===== src/rtl/rs_issue_arbiter.sv =====
// Issue-stage arbiter: grants the oldest ready reservation station (by ROB age)
// to one shared execute unit and holds off new grants while a multi-cycle op runs.
module rs_issue_arbiter #(
  parameter int NUM_RS     = 4,
  parameter int ROBsize    = 32,
  parameter int ROBsizeLog = $clog2(ROBsize + 1),
  parameter int MULTI_LAT  = 3
) (
  input  logic                                 clk_i,
  input  logic                                 reset_i,
  input  logic [NUM_RS-1:0]                    rs_ready_i,
  input  logic [NUM_RS-1:0][ROBsizeLog-1:0]    rs_tag_i,
  input  logic [NUM_RS-1:0]                    rs_multi_i,
  input  logic [ROBsizeLog-1:0]                rob_head_i,
  input  logic                                 fu_stall_i,
  input  logic                                 flush_i,
  output logic [NUM_RS-1:0]                    grant_o,
  output logic                                 issue_valid_o,
  output logic [$clog2(NUM_RS)-1:0]            issue_idx_o,
  output logic [ROBsizeLog-1:0]                issue_tag_o,
  output logic                                 busy_o
);

  localparam int IDX_W = $clog2(NUM_RS);
  localparam int AGE_W = ROBsizeLog + 1;
  localparam int CNT_W = $clog2(MULTI_LAT + 1);
  localparam logic [AGE_W-1:0] ROB_SZ   = AGE_W'(ROBsize);
  localparam logic [CNT_W-1:0] CNT_LOAD = CNT_W'(MULTI_LAT - 1);
  localparam logic [CNT_W-1:0] CNT_ONE  = CNT_W'(1);

  typedef enum logic {
    ST_READY = 1'b0,
    ST_BUSY  = 1'b1
  } state_t;

  // Distance of a tag from the ROB head, modulo ROBsize; one extra bit keeps
  // tag + ROBsize from overflowing before the head is subtracted.
  function automatic logic [AGE_W-1:0] age_of(input logic [ROBsizeLog-1:0] tag,
                                              input logic [ROBsizeLog-1:0] head);
    logic [AGE_W-1:0] t;
    logic [AGE_W-1:0] h;
    t = {1'b0, tag};
    h = {1'b0, head};
    if (tag >= head) age_of = t - h;
    else             age_of = t + ROB_SZ - h;
  endfunction

  state_t                    state_q, state_d;
  logic [CNT_W-1:0]          cnt_q, cnt_d;
  logic                      issue_valid_q, issue_valid_d;
  logic [IDX_W-1:0]          issue_idx_q, issue_idx_d;
  logic [ROBsizeLog-1:0]     issue_tag_q, issue_tag_d;

  logic [NUM_RS-1:0][AGE_W-1:0] age;
  logic                      sel_found;
  logic [IDX_W-1:0]          sel_idx;
  logic [AGE_W-1:0]          sel_age;
  logic [ROBsizeLog-1:0]     sel_tag;
  logic                      sel_multi;
  logic                      grant_allow;
  logic                      grant_any;

  always_comb begin
    for (int k = 0; k < NUM_RS; k++) begin
      age[k] = age_of(rs_tag_i[k], rob_head_i);
    end
  end

  // Strict less-than while scanning upward makes the lower index win ties.
  always_comb begin
    sel_found = 1'b0;
    sel_idx   = '0;
    sel_age   = '1;
    sel_tag   = '0;
    sel_multi = 1'b0;
    for (int k = 0; k < NUM_RS; k++) begin
      if (rs_ready_i[k] && (!sel_found || (age[k] < sel_age))) begin
        sel_found = 1'b1;
        sel_idx   = IDX_W'(k);
        sel_age   = age[k];
        sel_tag   = rs_tag_i[k];
        sel_multi = rs_multi_i[k];
      end
    end
  end

  always_comb begin
    grant_allow = !reset_i && !flush_i && !fu_stall_i && (state_q == ST_READY);
    grant_any   = grant_allow && sel_found;
    grant_o     = '0;
    if (grant_any) grant_o = NUM_RS'(1) << sel_idx;
  end

  always_comb begin
    state_d       = state_q;
    cnt_d         = cnt_q;
    issue_valid_d = grant_any;
    issue_idx_d   = issue_idx_q;
    issue_tag_d   = issue_tag_q;
    if (grant_any) begin
      issue_idx_d = sel_idx;
      issue_tag_d = sel_tag;
    end
    if (flush_i) begin
      state_d = ST_READY;
      cnt_d   = '0;
    end else begin
      case (state_q)
        ST_READY: begin
          if (grant_any && sel_multi) begin
            state_d = ST_BUSY;
            cnt_d   = CNT_LOAD;
          end
        end
        ST_BUSY: begin
          // Occupancy only drains on cycles the unit actually advances.
          if (!fu_stall_i) begin
            cnt_d = cnt_q - CNT_ONE;
            if (cnt_q == CNT_ONE) state_d = ST_READY;
          end
        end
        default: begin
          state_d = ST_READY;
          cnt_d   = '0;
        end
      endcase
    end
  end

  always_ff @(posedge clk_i) begin
    if (reset_i) begin
      state_q       <= ST_READY;
      cnt_q         <= '0;
      issue_valid_q <= 1'b0;
      issue_idx_q   <= '0;
      issue_tag_q   <= '0;
    end else begin
      state_q       <= state_d;
      cnt_q         <= cnt_d;
      issue_valid_q <= issue_valid_d;
      issue_idx_q   <= issue_idx_d;
      issue_tag_q   <= issue_tag_d;
    end
  end

  assign issue_valid_o = issue_valid_q;
  assign issue_idx_o   = issue_idx_q;
  assign issue_tag_o   = issue_tag_q;
  assign busy_o        = (state_q == ST_BUSY);

endmodule


===== config.mk =====
export PLATFORM = sky130hd
export DESIGN_NAME = rs_issue_arbiter
export DESIGN_NICKNAME = d
export VERILOG_FILES = /design/src/rtl/rs_issue_arbiter.sv
export SDC_FILE = /design/constraint.sdc
export NUM_CORES = 1
export LEC_CHECK = 0
export ABC_AREA = 1
export BUFFER_PORTS_ARGS = -buffer_cell sky130_fd_sc_hd__buf_2
export CAP_MARGIN = 20
export CORE_MARGIN = 8
export CORE_UTILIZATION = 60
export DETAILED_ROUTE_END_ITERATION = 8
export PLACE_DENSITY = 0.83
export RECOVER_POWER = 25
export REMOVE_ABC_BUFFERS = 1
export SLEW_MARGIN = 30
export SYNTH_ARGS = -nofsm -noshare
export SYNTH_HDL_FRONTEND = slang
export SYNTH_SLANG_ARGS = --single-unit

===== constraint.sdc =====
create_clock -name clk_i -period 9.1 [get_ports clk_i]
set_clock_uncertainty 0.1 [all_clocks]
set_input_delay 0.91 -clock clk_i [delete_from_list [all_inputs] [get_ports clk_i]]
set_output_delay 0.91 -clock clk_i [all_outputs]
set_load 0.1 [all_outputs]

## Word level (Yosys, flattened, before mapping)

Index checks and enable logic that the tools add are counted.

| storage, ports and cells | value |
|---|---|
| register bits after elaboration | 12 |
| input bits | 42 |
| logic and storage cells | 79 |

| cells by class | value |
|---|---|
| $add $sub $neg | 13 |
| $lt $le $gt $ge | 7 |
| eq/ne operators | 3 |
| shifts and indexed selects | 1 |
| multiplexer cells | 30 |
| bitwise operators | 1 |
| reduce and logical (&&, ||, !) cells | 19 |

Operator list:

| kind | number |
|---|---|
| $mux 7 | 7 |
| $add 6x6->7 const B | 4 |
| $sub 6x6->7 | 4 |
| $sub 7x6->7 | 4 |
| $ge 6x6->1 | 4 |
| $mux 6 | 4 |
| $lt 7x7->1 | 3 |
| $mux 1 | 12 |
| $logic_and 1x1->1 | 8 |
| $mux 2 | 4 |
| $logic_not 1->1 | 6 |
| $mux 4 | 1 |
| $pmux 2 s2 | 1 |
| $shl 1x2->4 const A | 1 |
| $logic_or 1x1->1 | 3 |
| $eq 2x1->1 const B | 1 |
| $ne 2x1->1 const B | 1 |
| $ne 2x2->1 const B | 1 |
| $pmux 1 s2 | 1 |
| $reduce_and 2->1 | 1 |
| $reduce_or 2->1 | 1 |
| $sub 2x1->2 const B | 1 |
| $not 1->1 | 1 |

## Depth between registers and ports, before layout

| logic depth | value |
|---|---|
| depth in word-level cells | 20 |
| gate-level depth with buffers | 48 |
| depth with buffers taken out | 47 |

## Worst setup path before layout

Ideal clock, no wire load.

| path | value |
|---|---|
| path kind | input -> output |
| start | input port rob_head_i[2] |
| end | output port grant_o[3] |
| data arrival time | 7.046 ns |
| required time | 8.090 ns |
| path slack | 1.044 ns |
| stages | 35 |
| path through | inv_1 > ha_1 > fa_1 > a21o_1 > a31oi_1 > xor2_1 > mux2i_1 > ha_1 > a21o_1 > nor2_2 > nand2_1 > nand3_2 > nand2_2 > clkbuf_1 > o21ai_0 > ha_1 > a21oi_1 > nor2_1 > a211oi_1 > nand2_1 > nand2_1 > nand2_2 > buf_2 > clkbuf_1 > nand2_1 > o21ai_0 > ha_1 > a21oi_1 > nor2_1 > a211oi_1 > nand2_1 > nand2_2 > nand2_4 > buf_6 > nor2_1 |

| between the ends | value |
|---|---|
| cells in the longest elaborated chain, start to end | 17 |

RTL lines:

| item | line | source |
|---|---|---|
| start: declaration | 14 | `input logic [ROBsizeLog-1:0] rob_head_i,` |
| $sub 7x6->7 (tied with other cells) | 45 | `else age_of = t + ROB_SZ - h;` |
| $mux 7 | 44 | `if (tag >= head) age_of = t - h;` |
| $mux 7 | 77 | `if (rs_ready_i[k] && (!sel_found \|\| (age[k] < sel_age))) begin` |
| $lt 7x7->1 | 77 |  |
| $logic_or 1x1->1 | 77 |  |
| $logic_and 1x1->1 | 77 |  |
| $mux 7 / $mux 1 (equally long branches) | 77 |  |
| $lt 7x7->1 / $logic_not 1->1 (equally long branches) | 77 |  |
| $logic_or 1x1->1 | 77 |  |
| $logic_and 1x1->1 | 77 |  |
| $mux 7 / $mux 1 (equally long branches) | 77 |  |
| $lt 7x7->1 / $logic_not 1->1 (equally long branches) | 77 |  |
| $logic_or 1x1->1 | 77 |  |
| $logic_and 1x1->1 | 77 |  |
| $mux 2 / $mux 1 (equally long branches) | 77 |  |
| $shl 1x2->4 / $logic_and 1x1->1 (equally long branches) | 91, 89 |  |
| $mux 4 (*) | 91 | `if (grant_any) grant_o = NUM_RS'(1) << sel_idx;` |
| end: declaration | 17 | `output logic [NUM_RS-1:0] grant_o,` |

Mark *: on every way between the ends. The rest lies on a longest branch, timed or not.

## Worst setup path after layout

| path | value |
|---|---|
| start | input port rob_head_i[2] |
| end | output port grant_o[2] |

The elaborated chain is that of the path after synthesis.

==> flow_summary.yaml <==
critical_path:
  start_kind: "input port"
  end_kind: "primary output"
  rr_worst_depth: 6
  path_max_fanout: 23
  rr_startpoint: "busy_o"
  critical_path_arrival_ns: 7.29
  reg2reg_slack_ns: 7.16
  crit_required_ns: 8.09
  crit_top_cell: "nand2_1"
  max_stage_delay_ns: 0.50
  r2r_end: "cnt_q[1]"
  slowest_stage: "fa_1"
  critPathKind: "input port to primary output"
  cp-startpoint: "rob_head_i[2]"
power_and_ir_drop:
  power_frac_comb_pct: 77.5
  switching_power_w: 0.000281
  clock_power_share_pct: 11.4
  seq_power_share_pct: 11.2
  vdd_drop_max_mv: 0.100
  p_int_w: 0.000231
  cellPowerDensity_mw_per_mm2: 123
  p_leak_nw: 2.29
  p_sw_share_pct: 54.9
yosys:
  syn_inst: 559
  seq_area_frac_synth_pct: 6.35
  synthTopCellsByCount: "nand2_1 (117), inv_1 (93), ha_1 (67)"
  synthArstFlopShare_pct: 0
  synth_cell_types: 40
  yosys.area.top_type: "ha_1"
  postSynthAreaPerCell_um2: 6.77
  synth_ff_type: "dfxtp_1"
  ys_seq_elements: 12
  synth.most_common_cell: "nand2_1"
  synth.top_cells.by_area: "ha_1 (22%), fa_1 (12%), nand2_1 (12%)"
  synth_edf_count: 0
  synth_top_area_share_pct: 22.2
  ys_warn_count: 0
  syn-cell-area_mm2: 0.00378
route:
  drtIter0Drc: 151
  first_pass_iters: 5
  drc: 0
  drt_wl_total_um: 10500
  route.detailed.wl_per_inst_um: 15.2
  final_antenna_net_count: 0
  vias_per_cell: 5.53
  via_count: 3798
placed_design:
  placed_cell_area_mm2: 0.00411
  dp_hpwl_um: 8970
  globalplace.congestion: 0.917
  port_buffers: 55
  dp_slack_ns: 0.890
timing:
  tns_ns: 0
  hold_violations: 0
  tightest_slew_ns: 1.19
  maxSlewViolCount: 0
  max_clock_freq_mhz: 121
  final.min_clock_period_ns: 8.30
  fin_ws_ns: 0.802
  rsz0062_at_grt: "no"
  setup_viol: 0
  finalCritPeriodShare_pct: 91.2
  relSlewSlack_pct: 21.3
min_path:
  whs_path_depth: 2
  hp-start: "issue_tag_o[1]"
  hp-class: "register to register"
  holdPathEnd: "issue_tag_o[1]"
finish:
  layout-drive-gt1-share_pct: 15.2
  num_antenna_cells: 0
  multi_input_area_mm2: 0.00313
  fillers: 550
  stdcell_area_mm2: 0.00416
  nets: 742
  regArea_um2: 240
  area_growth_pct: 10.0
  post-route-util_pct: 67.1
clock_tree:
  clkLatencyLatePin_ns: 0.24
  cts-root-buf: "clkbuf_8"
  cts-buffers-inserted: 3
  post_cts_buffers: 0
  cts-htree-levels: 1
  path_clk_slew_ns: 0.05
  cts.sinks: 12
  cts_hold_buf: 0
  cts_tree: "built"
  clk_path_buf_depth: 2
  cts_resized: 0
floorplanning:
  coreArea_mm2: 0.00620
  dieWidth_um: 95.4
  die_height_um: 95.4
  num_rows: 29
  start_util_pct: 61.0
  dieArea_mm2: 0.00910
  io_pins: 56
grt:
  overflow: 0
  grt_pass1_vias: 3868
  antenna_found_initial: 0
  grt_usage_pct: 23.6
  grt_pass1_wl_um: 17300
  grt_max_degree: 24
flow_run:
  cap_violations: 0
run_status:
  status: "complete, no violations"
## state kept, by name, summed over array words and instances (netlist names)
register and cells:
cnt_q 2, issue_tag_o 6, issue_idx_o 2, issue_valid_o 1
busy_o 1
## power groups by stage
stage / Sequential (W) / Clock, W / Combinational, W
final: 0.0000573 / 0.0000581 / 0.000397
after global placement: 0.0000583 / 0 / 0.000380
after global routing: 0.0000576 / 0.0000606 / 0.000448
after detailed placement: 0.0000583 / 0 / 0.000391
after floorplan: 0.0000782 / 0 / 0.000279
after CTS: 0.0000572 / 0.0000588 / 0.000393
## metrics by stage
stage | total power, W | hold WS [ns] | instances
global placement | 0.000438 | 0.356 | 683
detailed placement | 0.000450 | 0.355 | 683
finish | 0.000512 | 0.366 | 687
global route | 0.000566 | 0.390 | 687
floorplan | 0.000357 | 0.425 | 551
CTS | 0.000509 | 0.363 | 687
## cells by family (layout without fill, tap and decap cells)
| kind of cell | count (synthesis) | count (layout) | share of synthesized area, % |
|---|---|---|---|
| AND/OR/NAND/NOR | 233 | 233 | 27.8 |
| buffers and inverters | 106 | 157 | 10.8 |
| AO/OA/AOI/OAI | 97 | 97 | 15.9 |
| adder cells (fa/ha/maj) | 89 | 89 | 33.8 |
| XOR/XNOR | 17 | 17 | 3.94 |
| flip-flops | 12 | 12 | 6.35 |
| multiplexers | 5 | 5 | 1.36 |
## routing by layer
metal	track usage [%]	share of wire, %
met1	28.4	42
met2	41.9	49
met3	2.44	5.3
met4	9.73	4.0
met5	0	0
## worst max-delay path, delay by kind of cell
family / cells / cell delay (ns)
muxes: 1 / 0.14
and+or+nand+nor: 18 / 1.94
xor gates and xnor gates: 1 / 0.20
AOI/OAI and AO/OA: 7 / 1.24
buffers and inverters: 6 / 1.16
adders and majority gates: 5 / 1.71
## cells in the final DEF (no fill, tap or decap), types with 8 or more instances in the layout
cell and count:
a21oi_1 25, nand3_1 38, o21ai_0 38, inv_1 93, buf_2 49, nor2_1 43, fa_1 22, dfxtp_1 12
ha_1 67, o211ai_2 8, xor2_1 11, nand2_1 117
## final cells by class
cell class / count / area share [%]
tap: 77 / 2.32
sequential: 12 / 5.77
inverter: 98 / 8.84
clock buffer: 4 / 1.32
timing repair buffer: 55 / 6.43
multi-input combinational: 441 / 75.3
## worst max-delay path by stage
stage | end
global placement | grant_o[3]
detailed placement | grant_o[3]
finish | grant_o[2]
floorplan | grant_o[0]
global route | grant_o[2]
CTS | grant_o[2]
Note: power is estimated with default switching activity, not from simulation.
